[src/rtl/ps2_pkg.sv]
// Shared constants, state encoding and byte-list helpers for the PS/2 host command path.
package ps2_pkg;

    localparam logic [1:0] OP_LED   = 2'd0;
    localparam logic [1:0] OP_RATE  = 2'd1;
    localparam logic [1:0] OP_RESET = 2'd2;
    localparam logic [1:0] OP_RAW   = 2'd3;

    localparam logic [7:0] B_LED    = 8'hED;
    localparam logic [7:0] B_RATE   = 8'hF3;
    localparam logic [7:0] B_RESET  = 8'hFF;
    localparam logic [7:0] B_ACK    = 8'hFA;
    localparam logic [7:0] B_RESEND = 8'hFE;
    localparam logic [7:0] B_BATERR = 8'hFC;
    localparam logic [7:0] B_BATOK  = 8'hAA;

    typedef enum logic [3:0] {
        S_IDLE,
        S_INHIBIT,
        S_RTS,
        S_TX,
        S_LACK,
        S_WRESP,
        S_WBAT,
        S_RETRY,
        S_DONE,
        S_ERR
    } state_t;

    function automatic logic two_byte(input logic [1:0] op);
        return (op == OP_LED) || (op == OP_RATE);
    endfunction

    // Byte idx of the list {cmd, arg} (LED/RATE), {0xFF} (RESET) or {arg} (RAW).
    function automatic logic [7:0] cmd_byte(input logic [1:0] op, input logic [7:0] arg,
                                            input logic idx);
        logic [7:0] b;
        case (op)
            OP_LED:   b = idx ? arg : B_LED;
            OP_RATE:  b = idx ? arg : B_RATE;
            OP_RESET: b = B_RESET;
            default:  b = arg;
        endcase
        return b;
    endfunction

    function automatic logic odd_par(input logic [7:0] b);
        return ~^b;
    endfunction

endpackage

[src/rtl/ps2_line_filter.sv]
// Eight-sample glitch filter for one PS/2 line; the level only moves on eight equal samples.
module ps2_line_filter (
    input  logic clk,
    input  logic rst,
    input  logic line_i,
    output logic lvl_o,
    output logic fall_o
);

    logic [7:0] shreg_q;
    logic       lvl_q;
    logic       lvl_d;
    logic       fall_q;

    always_comb begin
        lvl_d = lvl_q;
        if (shreg_q == '1) begin
            lvl_d = 1'b1;
        end else if (shreg_q == '0) begin
            lvl_d = 1'b0;
        end
    end

    // Idle PS/2 lines float high, so the filter wakes up in that state.
    always_ff @(posedge clk or posedge rst) begin
        if (rst) begin
            shreg_q <= '1;
            lvl_q   <= 1'b1;
            fall_q  <= 1'b0;
        end else begin
            shreg_q <= {shreg_q[6:0], line_i};
            lvl_q   <= lvl_d;
            fall_q  <= lvl_q & ~lvl_d;
        end
    end

    assign lvl_o  = lvl_q;
    assign fall_o = fall_q;

endmodule

[src/rtl/ps2_cmd_ctrl.sv]
// Host-to-keyboard command sequencer: inhibit, request-to-send, bit shifting, line ACK,
// reply handling with resend/timeout, and the BAT wait after a reset command.
module ps2_cmd_ctrl
    import ps2_pkg::*;
#(
    parameter int unsigned INHIBIT_CYC = 2500,
    parameter int unsigned TIMEOUT_CYC = 500000,
    parameter int unsigned BAT_CYC     = 12500000,
    parameter int unsigned MAX_RETRY   = 3
) (
    input  logic       clk25,
    input  logic       clr,
    input  logic       cmd_req,
    input  logic [1:0] cmd_op,
    input  logic [7:0] cmd_arg,
    output logic       cmd_busy,
    output logic       cmd_done,
    output logic       cmd_err,
    input  logic       PS2C,
    input  logic       PS2D,
    output logic       ps2c_oe,
    output logic       ps2d_oe,
    input  logic [7:0] rx_code,
    input  logic       rx_valid,
    output logic       rx_mask
);

    localparam int unsigned CMAX = (BAT_CYC > INHIBIT_CYC) ? BAT_CYC : INHIBIT_CYC;
    localparam int CW = $clog2(CMAX + 1);
    localparam int TW = $clog2(TIMEOUT_CYC + 1);
    localparam int RW = (MAX_RETRY > 0) ? $clog2(MAX_RETRY + 1) : 1;

    logic c_lvl_unused;
    logic c_fall;
    logic d_lvl;
    logic d_fall_unused;

    ps2_line_filter u_clk_filt (
        .clk    (clk25),
        .rst    (clr),
        .line_i (PS2C),
        .lvl_o  (c_lvl_unused),
        .fall_o (c_fall)
    );

    ps2_line_filter u_dat_filt (
        .clk    (clk25),
        .rst    (clr),
        .line_i (PS2D),
        .lvl_o  (d_lvl),
        .fall_o (d_fall_unused)
    );

    state_t          state_q;
    logic [1:0]      op_q;
    logic [7:0]      arg_q;
    logic            idx_q;
    logic [RW-1:0]   retry_q;
    logic [3:0]      bit_q;
    logic [CW-1:0]   cnt_q;
    logic [TW-1:0]   tmo_q;
    logic            busy_q;
    logic            done_q;
    logic            err_q;
    logic            c_oe_q;
    logic            d_oe_q;
    logic            mask_q;

    logic [7:0] cur_byte;
    logic       last_byte;
    logic       tmo_hit;

    assign cur_byte  = cmd_byte(op_q, arg_q, idx_q);
    assign last_byte = !two_byte(op_q) || idx_q;
    assign tmo_hit   = (tmo_q == TW'(TIMEOUT_CYC - 1));

    always_ff @(posedge clk25 or posedge clr) begin
        if (clr) begin
            state_q <= S_IDLE;
            op_q    <= '0;
            arg_q   <= '0;
            idx_q   <= 1'b0;
            retry_q <= '0;
            bit_q   <= '0;
            cnt_q   <= '0;
            tmo_q   <= '0;
            busy_q  <= 1'b0;
            done_q  <= 1'b0;
            err_q   <= 1'b0;
            c_oe_q  <= 1'b0;
            d_oe_q  <= 1'b0;
            mask_q  <= 1'b0;
        end else begin
            done_q <= 1'b0;
            err_q  <= 1'b0;
            case (state_q)
                S_IDLE: begin
                    if (cmd_req) begin
                        op_q    <= cmd_op;
                        arg_q   <= cmd_arg;
                        idx_q   <= 1'b0;
                        retry_q <= '0;
                        busy_q  <= 1'b1;
                        c_oe_q  <= 1'b1;
                        mask_q  <= 1'b1;
                        cnt_q   <= '0;
                        state_q <= S_INHIBIT;
                    end
                end
                S_INHIBIT: begin
                    if (cnt_q == CW'(INHIBIT_CYC - 1)) begin
                        c_oe_q  <= 1'b0;
                        d_oe_q  <= 1'b1;
                        tmo_q   <= '0;
                        state_q <= S_RTS;
                    end else begin
                        cnt_q <= cnt_q + 1'b1;
                    end
                end
                S_RTS, S_TX, S_LACK: begin
                    if (tmo_hit) begin
                        c_oe_q  <= 1'b0;
                        d_oe_q  <= 1'b0;
                        mask_q  <= 1'b0;
                        state_q <= S_RETRY;
                    end else begin
                        tmo_q <= tmo_q + 1'b1;
                        if (state_q == S_RTS) begin
                            bit_q   <= '0;
                            state_q <= S_TX;
                        end else if (state_q == S_TX) begin
                            // Falls 1..8 carry data LSB first, 9 parity, 10 releases for the stop bit.
                            if (c_fall) begin
                                bit_q <= bit_q + 1'b1;
                                if (bit_q < 4'd8) begin
                                    d_oe_q <= ~cur_byte[bit_q[2:0]];
                                end else if (bit_q == 4'd8) begin
                                    d_oe_q <= ~odd_par(cur_byte);
                                end else begin
                                    d_oe_q  <= 1'b0;
                                    state_q <= S_LACK;
                                end
                            end
                        end else if (c_fall) begin
                            mask_q  <= 1'b0;
                            state_q <= d_lvl ? S_RETRY : S_WRESP;
                        end
                    end
                end
                S_WRESP: begin
                    if (rx_valid && (rx_code == B_ACK)) begin
                        idx_q <= idx_q + 1'b1;
                        if (!last_byte) begin
                            retry_q <= '0;
                            c_oe_q  <= 1'b1;
                            mask_q  <= 1'b1;
                            cnt_q   <= '0;
                            state_q <= S_INHIBIT;
                        end else if (op_q == OP_RESET) begin
                            cnt_q   <= '0;
                            state_q <= S_WBAT;
                        end else begin
                            state_q <= S_DONE;
                        end
                    end else if (rx_valid && (rx_code == B_RESEND)) begin
                        state_q <= S_RETRY;
                    end else if (tmo_hit) begin
                        state_q <= S_RETRY;
                    end else begin
                        tmo_q <= tmo_q + 1'b1;
                    end
                end
                S_WBAT: begin
                    if (rx_valid && (rx_code == B_BATOK)) begin
                        state_q <= S_DONE;
                    end else if (rx_valid && (rx_code == B_BATERR)) begin
                        state_q <= S_ERR;
                    end else if (cnt_q == CW'(BAT_CYC - 1)) begin
                        state_q <= S_ERR;
                    end else begin
                        cnt_q <= cnt_q + 1'b1;
                    end
                end
                S_RETRY: begin
                    if (retry_q == RW'(MAX_RETRY)) begin
                        state_q <= S_ERR;
                    end else begin
                        retry_q <= retry_q + 1'b1;
                        c_oe_q  <= 1'b1;
                        mask_q  <= 1'b1;
                        cnt_q   <= '0;
                        state_q <= S_INHIBIT;
                    end
                end
                S_DONE, S_ERR: begin
                    done_q  <= (state_q == S_DONE);
                    err_q   <= (state_q == S_ERR);
                    busy_q  <= 1'b0;
                    c_oe_q  <= 1'b0;
                    d_oe_q  <= 1'b0;
                    mask_q  <= 1'b0;
                    state_q <= S_IDLE;
                end
                default: state_q <= S_IDLE;
            endcase
        end
    end

    assign cmd_busy = busy_q;
    assign cmd_done = done_q;
    assign cmd_err  = err_q;
    assign ps2c_oe  = c_oe_q;
    assign ps2d_oe  = d_oe_q;
    assign rx_mask  = mask_q;

endmodule
[config.mk]
export PLATFORM = sky130hd
export DESIGN_NAME = ps2_cmd_ctrl
export DESIGN_NICKNAME = d
export VERILOG_FILES = /design/src/rtl/ps2_pkg.sv /design/src/rtl/ps2_line_filter.sv /design/src/rtl/ps2_cmd_ctrl.sv
export SDC_FILE = /design/constraint.sdc
export NUM_CORES = 1
export LEC_CHECK = 0
export ABC_AREA = 1
export BUFFER_PORTS_ARGS = -buffer_cell sky130_fd_sc_hd__buf_4
export CAP_MARGIN = 25
export CORE_MARGIN = 2
export CORE_UTILIZATION = 60
export DETAILED_ROUTE_END_ITERATION = 8
export GPL_ROUTABILITY_DRIVEN = 1
export GPL_TIMING_DRIVEN = 0
export PLACE_DENSITY = 0.77
export SYNTH_ARGS = -nofsm -noshare
export SYNTH_HDL_FRONTEND = slang
export SYNTH_SLANG_ARGS = --single-unit
export TNS_END_PERCENT = 100
[constraint.sdc]
create_clock -name clk25 -period 4.18 [get_ports clk25]
set_clock_uncertainty 0.1 [all_clocks]
set_input_delay 0.627 -clock clk25 [delete_from_list [all_inputs] [get_ports clk25]]
set_output_delay 0.627 -clock clk25 [all_outputs]
set_load 0.01 [all_outputs]
* Word-level counts from Yosys, hierarchy flattened
Index checks and enable logic that the tools add are counted.
Storage, ports and cells: memory bits (read-only) 0, memories kept 0, logic and storage cells 189, bits in latches 0, bits in writable memories 0, input port bits 24, register bits after elaboration 89
Operators by class: add/sub/neg operators 5, bitwise logic cells 5, multiplexer cells 78, shift-type cells 0, reductions and logical operators 36, equal/unequal tests 44, $lt $le $gt $ge 2, div/mod/pow operators 0, multiply operators 0
Operator list (count):
- 24-bit two-way mux | 9
- 24-bit one-hot mux with 5 select lines | 1
- 4-bit two-way mux | 21
- 19-bit two-way mux | 4
- 19-bit one-hot mux with 3 select lines | 1
- 8-bit equality test (second input constant) | 6
- 1-bit two-way mux | 26
- 24-bit by 1-bit adder with 24-bit output (second input constant) | 1
- 24-bit by 12-bit equality test with 1-bit output (second input constant) | 1
- 24-bit equality test (second input constant) | 1
- 2-bit inequality test (second input constant) | 12
- 4-bit one-hot mux with 6 select lines | 1
- 8-bit one-hot mux with 3 select lines | 1
- 19-bit by 1-bit adder with 19-bit output (second input constant) | 1
- 19-bit equality test (second input constant) | 1
- 4-bit by 3-bit equality test with 1-bit output (second input constant) | 4
- 8-bit zero test | 2
- 8-bit two-way mux | 2
- 7-bit AND reduction | 2
- 4-bit equality test (second input constant) | 3
- 3-bit inequality test (second input constant) | 4
- 2-bit two-way mux | 5
- 5-bit inequality test (second input constant) | 2
- 5-bit AND reduction | 2
- 37 further kinds | 57

* Longest topological paths before layout
depth in word-level cells 11, gate-level depth with buffers 13

* Cells and area by module
From an unflattened synthesis, not the netlist that was laid out.
Second synthesis, totals: cell total of the unflattened synthesis 768, area total of the unflattened synthesis 5625.4 µm²
By module, submodules not included:
- ps2_cmd_ctrl | area each 4954.8 µm², seq. area each 1751.7 µm², cells each 710, times used 1
- ps2_line_filter | area each 335.3 µm², seq. area each 261.5 µm², cells each 29, times used 2

* Worst setup path after synthesis
OpenSTA, ideal clock, no wires.
path type input to register, start in rx_code[0], end reg cnt_q[3], library setup time 126 ps, path buffers 1, data required time 3954 ps, setup slack 2083 ps, data arrival time 1871 ps, cell stages on the path 10, path through nand3b_1 > inv_1 > nand3_1 > nor2_2 > inv_1 > a21oi_1 > nand3_2 > nor2_8 > buf_4 > o21ai_1
On the way: cells in the longest elaborated chain, start to end 4, elaborated cells on any way between the ends 10, those cells by class eq/ne: 6; reduce/logical: 4
RTL lines:
- from (decl) | RTL line ps2_cmd_ctrl.sv:23 | input logic [7:0] rx_code,
- 8-bit equality test (on tied branches) | RTL line ps2_cmd_ctrl.sv:176, ps2_cmd_ctrl.sv:151, ps2_cmd_ctrl.sv:174
- 1-bit logical AND (on tied branches) | RTL line ps2_cmd_ctrl.sv:176, ps2_cmd_ctrl.sv:151, ps2_cmd_ctrl.sv:174
- 2-bit inequality test (no source line)
- 9-bit AND reduction (no source line) *
- to (signal assigned) | RTL line ps2_cmd_ctrl.sv:117 | cnt_q <= cnt_q + 1'b1;
- to (signal assigned) | RTL line ps2_cmd_ctrl.sv:181 | cnt_q <= cnt_q + 1'b1;
- to (decl) | RTL line ps2_cmd_ctrl.sv:60 | logic [CW-1:0] cnt_q;
Mark *: on every way between the ends. The rest lies on a longest branch, timed or not. A chain may end at the register's enable or synchronous reset.

* Final worst setup path
start reg cnt_q[0], end reg cnt_q[5]
On the way: cells in the longest elaborated chain, start to end 5, elaborated cells on any way between the ends 11, those cells by class add/sub: 1; eq/ne: 4; mux: 5; reduce/logical: 1
RTL lines:
- 24-bit by 1-bit adder with 24-bit output | RTL line ps2_cmd_ctrl.sv:117, ps2_cmd_ctrl.sv:181
- 24-bit two-way mux | RTL line ps2_cmd_ctrl.sv:178 | end else if (cnt_q == CW'(BAT_CYC - 1)) begin
- 24-bit two-way mux | RTL line ps2_cmd_ctrl.sv:176 | end else if (rx_valid && (rx_code == B_BATERR)) begin
- 24-bit two-way mux | RTL line ps2_cmd_ctrl.sv:174 | if (rx_valid && (rx_code == B_BATOK)) begin
- 24-bit one-hot mux with 5 select lines | RTL line ps2_cmd_ctrl.sv:96 | case (state_q)
Several ways; a longest one is shown, not always the timed one. The select of a mux whose other input is x is not followed.

==> impl_metrics.env <==
export IMPL_powerDensity_nw_per_um2=560
export IMPL_ys_flop_type="dfrtp_1"
export IMPL_tightestPinTransition_ps=569
export IMPL_syn_cell_area_sq_um=5440
export IMPL_rr_worst_depth=10
export IMPL_finalWirelength_um=13300
export IMPL_path_max_fanout=10
export IMPL_critPathMaxStageDelay_ps=480
export IMPL_cts_hold_buf=0
export IMPL_grt_usage=0.287
export IMPL_dr_total_vias=5016
export IMPL_io_buffers=29
export IMPL_path_common_cell="nand2_1"
export IMPL_final_cell_mix="164 x nand2_1, 92 x inv_1, 91 x nor2_1"
export IMPL_clock_sink_count=89
export IMPL_cts_root_buf="clkbuf_8"
export IMPL_antenna_found_initial=0
export IMPL_netlist_instances=742
export IMPL_slowest_stage="dfrtp_1"
export IMPL_max_cap_violations=0
export IMPL_routed_via_density=5.60
export IMPL_core_area_sq_um=8760
export IMPL_drtAntennaViolNets=0
export IMPL_period_needed_ps=2440
export IMPL_first_global_vias=4911
export IMPL_syn_to_final_growth_pct=10.6
export IMPL_numCtsBuffers=9
export IMPL_die_area_sq_um=9850
export IMPL_grt_pass1_wl_um=22900
export IMPL_fp_dieW_um=99.2
export IMPL_wl_per_cell_um=14.8
export IMPL_rows=34
export IMPL_status="finished, final reports clean"
export IMPL_r2r_end="cnt_q[5]$_DFFE_PP0P_"
export IMPL_yosysSeqAreaShare=0.413
export IMPL_setup_viol=0
export IMPL_cts_tree="built"
export IMPL_start_kind="flop"
export IMPL_start_util=0.621
export IMPL_io_pins=30
export IMPL_ys_warn_count=0
export IMPL_grt_start_max_net_pins=76
export IMPL_drtIter0Drc=306
export IMPL_drc_errors=0
export IMPL_syn_nets=771
export IMPL_ctsResizeCount=0
export IMPL_synth_area_per_cell_sq_um=7.34
export IMPL_h_tree_depth=3
export IMPL_critPathKind="reg -> reg"
export IMPL_fin_area_sq_um=6020
export IMPL_drt_pass1_iterations=5
export IMPL_synth_cell_type_count=42
export IMPL_dpl_instance_area_sq_um=5830
export IMPL_finalMaxSlewViolations=0
export IMPL_drive_gt1_frac=0.131
export IMPL_arrival_ps=2630
export IMPL_postCtsSetupBuffers=0
export IMPL_max_freq_mhz=410
export IMPL_grt_overflow_total=0
export IMPL_critPathRequiredTime_ps=4370
export IMPL_hp_class="in -> async"
export IMPL_cp_end_kind="flop"
export IMPL_die_h_um=99.2
export IMPL_diodes=0
export IMPL_synth_edf_count=0
export IMPL_period_share=0.584
export IMPL_place_gp_congestion=0.941
export IMPL_relSlewSlack=0.620
export IMPL_layout_commonest_cell="nand2_1"
export IMPL_p_leak_uw=0.00272
export IMPL_vdd_ir_drop_max_mv=0.740
export IMPL_async_flop_share=1.00
export IMPL_regToRegSetupSlack_ps=1740
export IMPL_insertion_delay_ps=370
export IMPL_rr_startpoint="cnt_q[0]$_DFFE_PP0P_"
export IMPL_hold_viol=0
export IMPL_rsz0062_at_grt="false"
export IMPL_tns_ps=0
export IMPL_fillers=773
export IMPL_hpwlAfterDp_um=10000
export IMPL_cts_buffer_depth=2
export IMPL_nets=812
export IMPL_path_clk_slew_ps=100
export IMPL_path_cells="ha_1, nand2_1, inv_1, nand2_1, nor3_1, a31oi_1, nor2_1, nor2_8, buf_4, o21ai_1"
export IMPL_ys_ff_latch=89
==> synthesized netlist by cell type (4+ instances only) <==
cell type / n / area (sq um)
nand2_2: 4 / 25.0
o21ai_1: 17 / 85.1
dfstp_2: 18 / 473
clkbuf_1: 8 / 30.0
nand3_1: 56 / 280
buf_6: 6 / 67.6
dfrtp_1: 71 / 1780
nor3_1: 25 / 125
inv_2: 9 / 33.8
ha_1: 5 / 62.6
xor2_1: 33 / 289
nand4_1: 32 / 200
nor4_1: 11 / 68.8
a21oi_1: 21 / 105
inv_1: 93 / 349
nor2_2: 4 / 25.0
a31oi_1: 4 / 25.0
nand2_1: 164 / 616
nor2_1: 91 / 342
o21ai_0: 40 / 200
==> per-layer routing <==
layer  vias up  wire length [um]  global-route usage
met5         -                 0                   0
met4         0               201              0.0864
met3        20               742              0.0429
met2       138              6530               0.480
met1      2358              5800               0.389
li1       2500                 -                   -
==> flip-flops by register name, indices dropped and copies added (netlist names) <==
signal              cells
arg_q                   8
bit_q                   4
cmd_busy                1
cmd_done                1
cmd_err                 1
cnt_q                  24
idx_q                   1
op_q                    2
ps2c_oe                 1
ps2d_oe                 1
retry_q                 2
rx_mask                 1
state_q                 4
tmo_q                  19
u_clk_filt.fall_o       1
u_clk_filt.lvl_o        1
u_clk_filt.shreg_q      8
u_dat_filt.lvl_o        1
u_dat_filt.shreg_q      8
==> power by group <==
part           internal [uW]  total [uW]  leakage [uW]  switching [uW]
Clock                    234         597     0.0000974             362
Sequential               990        1080       0.00113            87.7
Combinational            543        1700       0.00150            1150
Total                   1770        3370       0.00272            1600
==> layout make-up <==
| type | instances | area, sq um | share of cell area |
|---|---|---|---|
| plain buffers | 17 | 118 | 0.0195 |
| clock buffers | 9 | 124 | 0.0206 |
| clock inverters | 7 | 70.1 | 0.0116 |
| inverters | 103 | 392 | 0.0651 |
| multi-input cells | 533 | 2690 | 0.446 |
| flip-flops and latches | 89 | 2250 | 0.374 |
| well taps | 108 | 135 | 0.0224 |
| repair buffers | 30 | 245 | 0.0407 |
==> worst max path at each step <==
stage                                     from                    end  slack, ps  cells past startpoint
after floorplan                            clr   arg_q[0]$_DFFE_PP0P_       1180                      1
after global placement                     clr    rx_mask$_DFFE_PP0P_        180                      2
after detailed placement            rx_code[0]   cnt_q[5]$_DFFE_PP0P_       1600                     11
after CTS                 cnt_q[0]$_DFFE_PP0P_  cnt_q[18]$_DFFE_PP0P_       1750                     10
after global routing      cnt_q[0]$_DFFE_PP0P_  cnt_q[19]$_DFFE_PP0P_       1560                     11
final                     cnt_q[0]$_DFFE_PP0P_   cnt_q[5]$_DFFE_PP0P_       1740                     10
==> stage by stage <==
stage / cells / utilization / setup WS (ps) / total power [uW] / hold WS [ps]
4_1_cts: 896 / 0.687 / 1750 / 3360 / 62.5
3_5_place_dp: 880 / 0.665 / 1600 / 2760 / 257
3_3_place_gp: 879 / 0.661 / 183 / 2720 / 255
6_report: 896 / 0.687 / 1740 / 3370 / 76.0
2_1_floorplan: 742 / - / 1180 / 2320 / 254
5_1_grt: 896 / 0.687 / 1560 / 3630 / 82.5
==> worst max-delay path, delay by kind of cell, from the launching register on <==
family	cells	cell delay, ps
flops	1	480
compound gates	2	320
fa+ha+maj	1	340
simple gates	5	850
buf+inv	2	270
==> kinds of logic (layout without fill, tap and decap cells) <==
kind of cell | after synthesis | count (layout) | share of synthesized area
AOI/OAI and AO/OA | 91 | 91 | 0.0899
xor gates and xnor gates | 35 | 35 | 0.0563
adders and majority gates | 5 | 5 | 0.0115
buffers and inverters | 120 | 166 | 0.0931
DFF | 89 | 89 | 0.413
muxes | 2 | 2 | 0.00414
and+or+nand+nor | 400 | 400 | 0.332
No activity file was read; power rests on OpenSTA's default activity.
